[src/rtl/phaser_pkg.sv]
// Shared state encoding, timing defaults and configuration clamp helpers for the
// CPU/VIA phase generator.
package phaser_pkg;

   localparam logic ST_LO = 1'b0;
   localparam logic ST_HI = 1'b1;

   localparam int VOFS_W      = 3;
   localparam int DELAY_LEN   = 8;

   localparam int PH_DEF_LO   = 3;
   localparam int PH_DEF_HI   = 3;
   localparam int PH_DEF_VOFS = 1;

   function automatic int clamp_range(input int v, input int lo_lim, input int hi_lim);
      if (v < lo_lim) return lo_lim;
      if (v > hi_lim) return hi_lim;
      return v;
   endfunction

   // vphi2 must fall back inside the shorter phase, so its offset is capped at min(lo,hi)-1.
   function automatic int vofs_limit(input int lo, input int hi);
      int m;
      m = (lo < hi) ? lo : hi;
      return clamp_range(m - 1, 0, DELAY_LEN - 1);
   endfunction

endpackage

[src/rtl/phase_delay.sv]
// vphi2 delay line: eight taps, tap 0 is cphi2 itself and tap k is cphi2 delayed k clk6x.
// Resets to all ones so vphi2 starts high.
module phase_delay
   import phaser_pkg::*;
(
   input  logic              clk6x,
   input  logic              resetn,
   input  logic              cphi2_q_i,
   input  logic              cphi2_d_i,
   input  logic [VOFS_W-1:0] vofs_d_i,
   output logic              vphi2_o
);

   logic [DELAY_LEN-2:1] line_q;
   logic [DELAY_LEN-1:1] line_d;
   logic [DELAY_LEN-1:0] tap_d;
   logic                 vphi2_q;

   always_comb begin
      line_d = {line_q, cphi2_q_i};
      tap_d  = {line_d, cphi2_d_i};
   end

   always_ff @(posedge clk6x) begin
      if (!resetn) begin
         line_q  <= '1;
         vphi2_q <= 1'b1;
      end else begin
         line_q  <= line_d[DELAY_LEN-2:1];
         vphi2_q <= tap_d[vofs_d_i];
      end
   end

   assign vphi2_o = vphi2_q;

endmodule

[src/rtl/phaser_cfg.sv]
// Programmable CPHI2/VPHI2 phase generator with stop point, stretch and shadowed config.
// Define PHASER_CYCLE_COUNT_EN to build the 32-bit CPU cycle counter on cyc_count_o.
//
// state | meaning
// LO    | cphi2 low, ucnt 0..lo-1, stop point at ucnt lo-2
// HI    | cphi2 high, ucnt 0..hi-1, stretchable at ucnt hi-1
module phaser_cfg
   import phaser_pkg::*;
#(
   parameter int CNT_W       = 4,
   parameter int DEF_LO      = PH_DEF_LO,
   parameter int DEF_HI      = PH_DEF_HI,
   parameter int DEF_VOFS    = PH_DEF_VOFS,
   parameter int MAX_STRETCH = 15
) (
   input  logic              clk6x,
   input  logic              resetn,
   input  logic              run_i,
   input  logic [CNT_W-1:0]  cfg_lo_i,
   input  logic [CNT_W-1:0]  cfg_hi_i,
   input  logic [2:0]        cfg_vofs_i,
   input  logic              cfg_load_i,
   input  logic              stretch_i,
   output logic              stopped_o,
   output logic              cphi2_o,
   output logic              vphi2_o,
   output logic              setup_cs_o,
   output logic              release_cs_o,
   output logic              stretch_ovf_o,
   output logic [31:0]       cyc_count_o
);

   localparam int CNT_MAX = (1 << CNT_W) - 1;
   localparam int SC_W    = (MAX_STRETCH > 0) ? $clog2(MAX_STRETCH + 1) : 1;

   logic              state_q, state_d;
   logic [CNT_W-1:0]  ucnt_q, ucnt_d;
   logic [CNT_W-1:0]  lo_q, lo_d, hi_q, hi_d;
   logic [VOFS_W-1:0] vofs_q, vofs_d;
   logic [CNT_W-1:0]  sh_lo_q, sh_lo_d, sh_hi_q, sh_hi_d;
   logic [VOFS_W-1:0] sh_vofs_q, sh_vofs_d;
   logic              pend_q, pend_d;
   logic [SC_W-1:0]   scnt_q, scnt_d;
   logic              hold, ovf;
   logic              cphi2_q, cphi2_d;
   logic              setup_q, setup_d;
   logic              rel_q, rel_d;
   logic              stop_q, ovf_q;

   always_comb begin
      state_d   = state_q;
      ucnt_d    = ucnt_q;
      lo_d      = lo_q;
      hi_d      = hi_q;
      vofs_d    = vofs_q;
      sh_lo_d   = sh_lo_q;
      sh_hi_d   = sh_hi_q;
      sh_vofs_d = sh_vofs_q;
      pend_d    = pend_q;
      scnt_d    = scnt_q;
      hold      = 1'b0;
      ovf       = 1'b0;

      if (state_q == ST_LO) begin
         if (ucnt_q == lo_q - CNT_W'(1)) begin
            state_d = ST_HI;
            ucnt_d  = '0;
         end else if (ucnt_q == lo_q - CNT_W'(2) && !run_i) begin
            hold = 1'b1;
         end else begin
            ucnt_d = ucnt_q + CNT_W'(1);
         end
      end else begin
         if (ucnt_q != hi_q - CNT_W'(1)) begin
            ucnt_d = ucnt_q + CNT_W'(1);
         end else if (stretch_i && scnt_q < SC_W'(MAX_STRETCH)) begin
            scnt_d = scnt_q + SC_W'(1);
         end else begin
            ovf     = stretch_i;
            state_d = ST_LO;
            ucnt_d  = '0;
            scnt_d  = '0;
            // Only swap timing at the boundary into LO ucnt 0 so no phase is cut short.
            if (pend_q) begin
               lo_d   = sh_lo_q;
               hi_d   = sh_hi_q;
               vofs_d = sh_vofs_q;
               pend_d = 1'b0;
            end
         end
      end

      if (cfg_load_i) begin
         sh_lo_d   = CNT_W'(clamp_range(int'(cfg_lo_i), 2, CNT_MAX));
         sh_hi_d   = CNT_W'(clamp_range(int'(cfg_hi_i), 1, CNT_MAX));
         sh_vofs_d = VOFS_W'(clamp_range(int'(cfg_vofs_i), 0,
                        vofs_limit(clamp_range(int'(cfg_lo_i), 2, CNT_MAX),
                                   clamp_range(int'(cfg_hi_i), 1, CNT_MAX))));
         pend_d    = 1'b1;
      end

      cphi2_d = (state_d == ST_HI);
      setup_d = (state_d == ST_LO) && (ucnt_d == lo_d - CNT_W'(1));
      rel_d   = (state_q == ST_HI) && (state_d == ST_LO);
   end

   always_ff @(posedge clk6x) begin
      if (!resetn) begin
         state_q   <= ST_LO;
         ucnt_q    <= '0;
         lo_q      <= CNT_W'(DEF_LO);
         hi_q      <= CNT_W'(DEF_HI);
         vofs_q    <= VOFS_W'(DEF_VOFS);
         sh_lo_q   <= CNT_W'(DEF_LO);
         sh_hi_q   <= CNT_W'(DEF_HI);
         sh_vofs_q <= VOFS_W'(DEF_VOFS);
         pend_q    <= 1'b0;
         scnt_q    <= '0;
         cphi2_q   <= 1'b0;
         setup_q   <= 1'b0;
         rel_q     <= 1'b0;
         stop_q    <= 1'b0;
         ovf_q     <= 1'b0;
      end else begin
         state_q   <= state_d;
         ucnt_q    <= ucnt_d;
         lo_q      <= lo_d;
         hi_q      <= hi_d;
         vofs_q    <= vofs_d;
         sh_lo_q   <= sh_lo_d;
         sh_hi_q   <= sh_hi_d;
         sh_vofs_q <= sh_vofs_d;
         pend_q    <= pend_d;
         scnt_q    <= scnt_d;
         cphi2_q   <= cphi2_d;
         setup_q   <= setup_d;
         rel_q     <= rel_d;
         stop_q    <= hold;
         ovf_q     <= ovf;
      end
   end

   phase_delay u_delay (
      .clk6x     (clk6x),
      .resetn    (resetn),
      .cphi2_q_i (cphi2_q),
      .cphi2_d_i (cphi2_d),
      .vofs_d_i  (vofs_d),
      .vphi2_o   (vphi2_o)
   );

`ifdef PHASER_CYCLE_COUNT_EN
   logic [31:0] cyc_count_q;

   always_ff @(posedge clk6x) begin
      if (!resetn) begin
         cyc_count_q <= '0;
      end else if (state_q == ST_LO && state_d == ST_HI) begin
         cyc_count_q <= cyc_count_q + 32'd1;
      end
   end

   assign cyc_count_o = cyc_count_q;
`else
   assign cyc_count_o = '0;
`endif

   assign cphi2_o       = cphi2_q;
   assign setup_cs_o    = setup_q;
   assign release_cs_o  = rel_q;
   assign stopped_o     = stop_q;
   assign stretch_ovf_o = ovf_q;

endmodule

[config.mk]
export PLATFORM = sky130hd
export DESIGN_NAME = phaser_cfg
export DESIGN_NICKNAME = d
export VERILOG_FILES = /design/src/rtl/phaser_pkg.sv /design/src/rtl/phase_delay.sv /design/src/rtl/phaser_cfg.sv
export SDC_FILE = /design/constraint.sdc
export NUM_CORES = 1
export LEC_CHECK = 0
export BUFFER_PORTS_ARGS = -buffer_cell sky130_fd_sc_hd__buf_2
export CAP_MARGIN = 30
export CORE_UTILIZATION = 50
export CTS_CLUSTER_DIAMETER = 150
export DETAILED_ROUTE_END_ITERATION = 8
export GPL_ROUTABILITY_DRIVEN = 0
export PLACE_DENSITY = 0.72
export REMOVE_ABC_BUFFERS = 1
export SLEW_MARGIN = 20
export SYNTH_ARGS = -nofsm -noshare
export SYNTH_HDL_FRONTEND = slang
export SYNTH_SLANG_ARGS = --single-unit
[constraint.sdc]
create_clock -name clk6x -period 3.4 [get_ports clk6x]
set_input_delay 0.17 -clock clk6x [delete_from_list [all_inputs] [get_ports clk6x]]
set_output_delay 0.17 -clock clk6x [all_outputs]
set_load 0.03 [all_outputs]
Word level (Yosys, flattened, before mapping)
Cells that the tools add are included.

Register bits: 43. Memory bits (writable): 0. Bits in latches: 0. ROM bits: 0. Memories kept: 0.

Div/mod/pow operators: 0. Eq/ne operators: 6. $add $sub $neg: 7. Reduce and logical (&&, ||, !) cells: 11. Shift-type cells: 0. Bitwise logic cells: 5. $lt $le $gt $ge: 8. Muxes and demuxes: 49. $mul: 0.

Operators with widths (count): two-way mux 32 bit (8); two-way mux 4 bit (10); greater-than comparator 32 x 4 -> 1 bit, second input constant (1); greater-than comparator 4 x 32 -> 1 bit (1); < comparator 32 x 1 -> 1 bit, second input constant (1); < comparator 32 bit (1); subtractor 32 x 2 -> 32 bit, second input constant (1); two-way mux 1 bit (22); two-way mux 3 bit (7); == test 4 bit (3); subtractor 4 x 1 -> 4 bit, second input constant (3); adder 4 x 1 -> 4 bit, second input constant (2); NOT 1 bit (5); logical AND 1 bit (4); < comparator 3 x 4 -> 1 bit, second input constant (1); < comparator 4 x 1 -> 1 bit, second input constant (1); < comparator 4 x 2 -> 1 bit, second input constant (1); < comparator 4 bit, second input constant (1); != test 2 bit, second input constant (2); != test 4 bit (1); AND reduction 4 bit (1); OR reduction 4 bit (1); subtractor 4 x 2 -> 4 bit, second input constant (1); binary-select mux 1 bit (select 3 bit) (1); 6 further kinds (6).

Depth between registers and ports, before layout
Word-level depth: 20. Mapped depth: 22. Mapped depth without buffers: 21.

Cells and area by module
From an unflattened synthesis, not the netlist that was laid out.

Cells, all modules: 319. Area total of the unflattened synthesis: 2800.2 um2.

By module, submodules not included: phaser_cfg (area an instance 2548.7 um2, instances 1, cells an instance 299, sequential area each 720.7 um2); phase_delay (area an instance 251.5 um2, instances 1, cells an instance 20, sequential area each 140.1 um2).

Worst setup path after synthesis
OpenSTA, ideal clock, no wires.

Path kind: input to register. Start point: input port cfg_lo_i[2]. End point: register sh_vofs_q[0]. Path slack: -0.298 ns. Setup time: 0.077 ns. Data arrival time: 3.622 ns. Stages on the path: 17. Path through: buf_6 o21bai_1 ha_1 maj3_2 a221oi_4 mux2i_1 ha_1 nand2_1 o31a_1 o21bai_1 ha_1 a21o_1 a21oi_1 a31oi_1 o31ai_2 or3b_1 a41oi_2.

Word-level cells in the longest chain between the ends: 19. Elaborated cells between the ends (all ways): 25. Those cells by class: add/sub (1); order compare (5); mux (19).

Ends and longest elaborated chain: from (decl) (RTL line phaser_cfg.sv:19) `input logic [CNT_W-1:0] cfg_lo_i,`; < comparator 4 x 2 -> 1 bit (RTL line phaser_pkg.sv:16) `if (v < lo_lim) return lo_lim;`; two-way mux 1 bit (RTL line phaser_pkg.sv:16); two-way mux 1 bit (RTL line phaser_cfg.sv:93) `if (cfg_load_i) begin`; two-way mux 32 bit (*) (RTL line phaser_pkg.sv:17) `if (v > hi_lim) return hi_lim;`; two-way mux 32 bit (*) (RTL line phaser_cfg.sv:93); < comparator 32 bit (RTL line phaser_pkg.sv:24) `m = (lo < hi) ? lo : hi;`; two-way mux 32 bit (*) (RTL line phaser_pkg.sv:24); subtractor 32 x 2 -> 32 bit (*) (RTL line phaser_pkg.sv:25) `return clamp_range(m - 1, 0, DELAY_LEN - 1);`; (+3 left out); two-way mux 1 bit (RTL line phaser_cfg.sv:93); two-way mux 32 bit (RTL line phaser_pkg.sv:18) `return v;`; two-way mux 32 bit (*) (RTL line phaser_pkg.sv:17); two-way mux 32 bit (*) (RTL line phaser_cfg.sv:93); greater-than comparator 4 x 32 -> 1 bit (RTL line phaser_pkg.sv:17); two-way mux 1 bit (RTL line phaser_pkg.sv:17); two-way mux 1 bit (RTL line phaser_cfg.sv:93); two-way mux 3 bit (*) (RTL line phaser_pkg.sv:18); to (signal assigned) (RTL line phaser_cfg.sv:116) `sh_vofs_q <= VOFS_W'(DEF_VOFS);`; to (signal assigned) (RTL line phaser_cfg.sv:132) `sh_vofs_q <= sh_vofs_d;`; to (decl) (RTL line phaser_cfg.sv:41) `logic [VOFS_W-1:0] sh_vofs_q, sh_vofs_d;`.

Mark *: on every way between the ends. The rest lies on a longest branch, timed or not. The select of a mux whose other input is x is not followed. A chain may end at the register's enable or synchronous reset.

Worst setup path in the final report
Start point: input port cfg_lo_i[1]. End point: register sh_vofs_q[0].

Same word-level chain as after synthesis.

==> results.yml <==
worst_hold_path:
  min_from: "cfg_vofs_i[2]"
  worstHoldPathType: "input pin to flop"
  whs_path_depth: 3
  min_to: "sh_vofs_q[2]$_SDFFE_PN0P_"
drt:
  routed_wl_um: 5560
  wl_per_cell_um: 12.1
  vias: 2329
  drcViolationCount: 0
  firstDrtPassIters: 4
  vias_per_cell: 5.05
  detail-route-antenna-nets: 0
  drtIter0Drc: 74
timing:
  rsz0062_at_grt: "true"
  worst_slack_ns: -0.108
  skew_ns: 0.00294
  worst_pin_slew_ns: 0.636
  timing.fmax_mhz: 285
  slew_violations: 0
  setup_viol: 1
  fin_crit_sh: 1.03
  hold_viol_final: 0
  fin_crit_ns: 3.51
  maxSlewHeadroom: 0.576
critical_path:
  r2r_cells: 10
  crit_slowest_cell: "or3b_4"
  path_class: "input pin to flop"
  reg2reg_to: "u_delay.vphi2_o$_SDFF_PN1_"
  crit_path_end_kind: "flop"
  slowest_delay_ns: 0.41
  cp_cell_sequence: "buf_6 -> o21bai_4 -> ha_4 -> maj3_2 -> a221oi_4 -> a21oi_2 -> and3_1 -> ha_1 -> nand2_2 -> o31a_1 -> nor2_1 -> nor2_1 -> ha_2 -> inv_2 -> a21o_1 -> a21oi_2 -> a31oi_2 -> o31ai_4 -> or3b_4 -> a41oi_2"
  crit_required_ns: 3.63
  cp.arrival_ns: 3.74
  crit_path_max_fanout: 4
  path_delay_family: "compound AO/OA/AOI/OAI gates"
  r2r_start: "hi_q[0]$_SDFFE_PN1P_"
  reg2reg_slack_ns: 0.48
  start_kind: "input pin"
  critPathBufInv: 2
status:
  violations: "negative setup slack"
  outcome: "complete, but fails checks"
global_routing:
  antenna_found_initial: 0
  grt_max_degree: 26
  grt-ovfl-total: 0
  grt_pass1_wl_um: 9580
  grt_pass1_vias: 2143
  grtUsageTotal: 0.200
clocking:
  cts.sinks: 43
  root_buffer: "clkbuf_8"
  cts_made_buffers: 5
  cts.clk_slew.worst_paths_ns: 0.08
  cts_tree: "built"
  htree_levels: 2
  cts_max_path_buffers: 2
  clock_latency_ns: 0.30
  ctsHoldBuffers: 0
power:
  power_density_mw_per_mm2: 464
  p_sw_uw: 563
  power_uw: 1530
  leakage_uw: 0.00163
  p_int_uw: 972
  clockPowerShare: 0.207
  power_frac_comb: 0.396
  pwr-share-seq: 0.397
  ir_drop_uv: 269
  swShare: 0.367
floorplan:
  core_area_mm2: 0.00547
  num_rows: 27
  start_util: 0.519
  dieWidth_um: 77.3
  dieHeight_um: 77.3
  io_pins: 54
  die_area_mm2: 0.00598
placed_design:
  dp_slack_ns: -0.442
  place_hpwl_um: 4160
  place_inst: 449
  numPortBuffers: 21
synthesis:
  syn_inst: 335
  synth_area_leaders: "dfxtp_1 30%, mux2i_1 8.5%, buf_4 8.5%"
  synth_enable_flop_cells: 0
  synthArstFlopShare: 0
  ys_seq_elements: 43
  ys_types: 55
  yosysMostFrequentCell: "dfxtp_1"
  yosys_warnings: 0
  ys.flop_type: "dfxtp_1"
  yosysTopAreaCell: "dfxtp_1"
  synth_area_per_cell_um2: 8.47
  synth.top_cell.area_share: 0.303
  synth_area_mm2: 0.00284
  netlist_top_cells_count: "43 x dfxtp_1, 32 x buf_4, 29 x nand2_1, 27 x nor2_1, 24 x mux2i_1"
  ys_seq_area_frac: 0.303
final_layout:
  areaGrowthSynthToFinish_pct: 16.5
  fillers: 500
  antennaDiodeCount: 0
  final_util: 0.604
  drive_above_1_share: 0.231
  final_cells: 461
  nNetsFinal: 418
flow_run:
  cap_violations: 0
## worst min-delay path: stages
cell	delay [ns]
buf_2	0.12
nand2_2	0.05
a31oi_1	0.07
## stage by stage
| step | TNS, ns | instance area [um2] | hold WS, ns |
|---|---|---|---|
| 2_1_floorplan | -0.595 | 2650 | 0.232 |
| 3_3_place_gp | -0.756 | 3110 | 0.419 |
| 3_5_place_dp | -1.09 | 3110 | 0.431 |
| 4_1_cts | 0 | 3270 | 0.140 |
| 5_1_grt | -0.687 | 3310 | 0.144 |
| 6_report | -0.108 | 3310 | 0.145 |
## power by group through the flow
stage / registers (uW) / logic (uW) / clock network (uW)
finish: 609 / 608 / 317
global route: 618 / 671 / 348
CTS: 608 / 588 / 329
detailed placement: 620 / 566 / 0
global placement: 619 / 555 / 0
floorplan: 630 / 378 / 0
## layer usage
metal,GRT usage,routed length [um]
met5,0,0
met4,0.0792,106
met3,0.0365,193
met2,0.336,2650
met1,0.252,2610
## placed cells by master (no fill, tap or decap), types with 6 or more instances in the layout
cell / count
buf_4: 39
conb_1: 32
ha_1: 12
o21ai_0: 8
nand2_1: 27
and2_1: 6
dfxtp_1: 43
xor2_1: 9
nor3_1: 11
buf_2: 18
a21oi_1: 14
mux2i_1: 24
xnor2_1: 15
inv_1: 11
and3_1: 7
nor2_1: 27
nand2b_1: 8
## how the worst max path moves through the flow
stage                startpoint                        end  depth (start not counted)
floorplan           cfg_lo_i[1]  sh_vofs_q[0]$_SDFFE_PN1P_                         16
global placement    cfg_lo_i[1]  sh_vofs_q[0]$_SDFFE_PN1P_                         20
detailed placement  cfg_lo_i[1]  sh_vofs_q[0]$_SDFFE_PN1P_                         20
CTS                 cfg_lo_i[1]  sh_vofs_q[0]$_SDFFE_PN1P_                         19
global route        cfg_lo_i[1]  sh_vofs_q[0]$_SDFFE_PN1P_                         20
finish              cfg_lo_i[1]  sh_vofs_q[0]$_SDFFE_PN1P_                         20
## final cells by class
| cell class | count | area (um2) | share of cell area |
|---|---|---|---|
| Timing Repair Buffer | 60 | 417 | 0.126 |
| Clock buffer | 6 | 72.6 | 0.0219 |
| Sequential cell | 43 | 861 | 0.260 |
| Multi-Input combinational cell | 264 | 1800 | 0.545 |
| Clock inverter | 2 | 12.5 | 0.00378 |
| Inverter | 14 | 52.6 | 0.0159 |
| Tap cell | 72 | 90.1 | 0.0272 |
## kinds of logic (layout without fill, tap and decap cells)
group                      Yosys count  in the layout  synth area share
AOI/OAI and AO/OA                   57             57             0.143
DFF                                 43             43             0.303
muxes                               26             26            0.0926
xor gates and xnor gates            25             25            0.0825
and+or+nand+nor                    109            109             0.187
other                                1             32           0.00132
buffers and inverters               59             82             0.124
adders and majority gates           15             15            0.0657
## flip-flops by register name (all words and copies together), names as in the netlist, 3 cells and up
name,flops
sh_lo_q,4
sh_hi_q,4
scnt_q,4
lo_q,4
u_delay.line_q,6
sh_vofs_q,3
ucnt_q,4
hi_q,4
vofs_q,3
## repair_timing
item                                    CTS  global route
pin swaps                                 1            18
setup buffers                             4             2
gates resized for setup                   7             9
endpoints found under the setup margin    2             3
No activity file was read; power rests on OpenSTA's default activity.
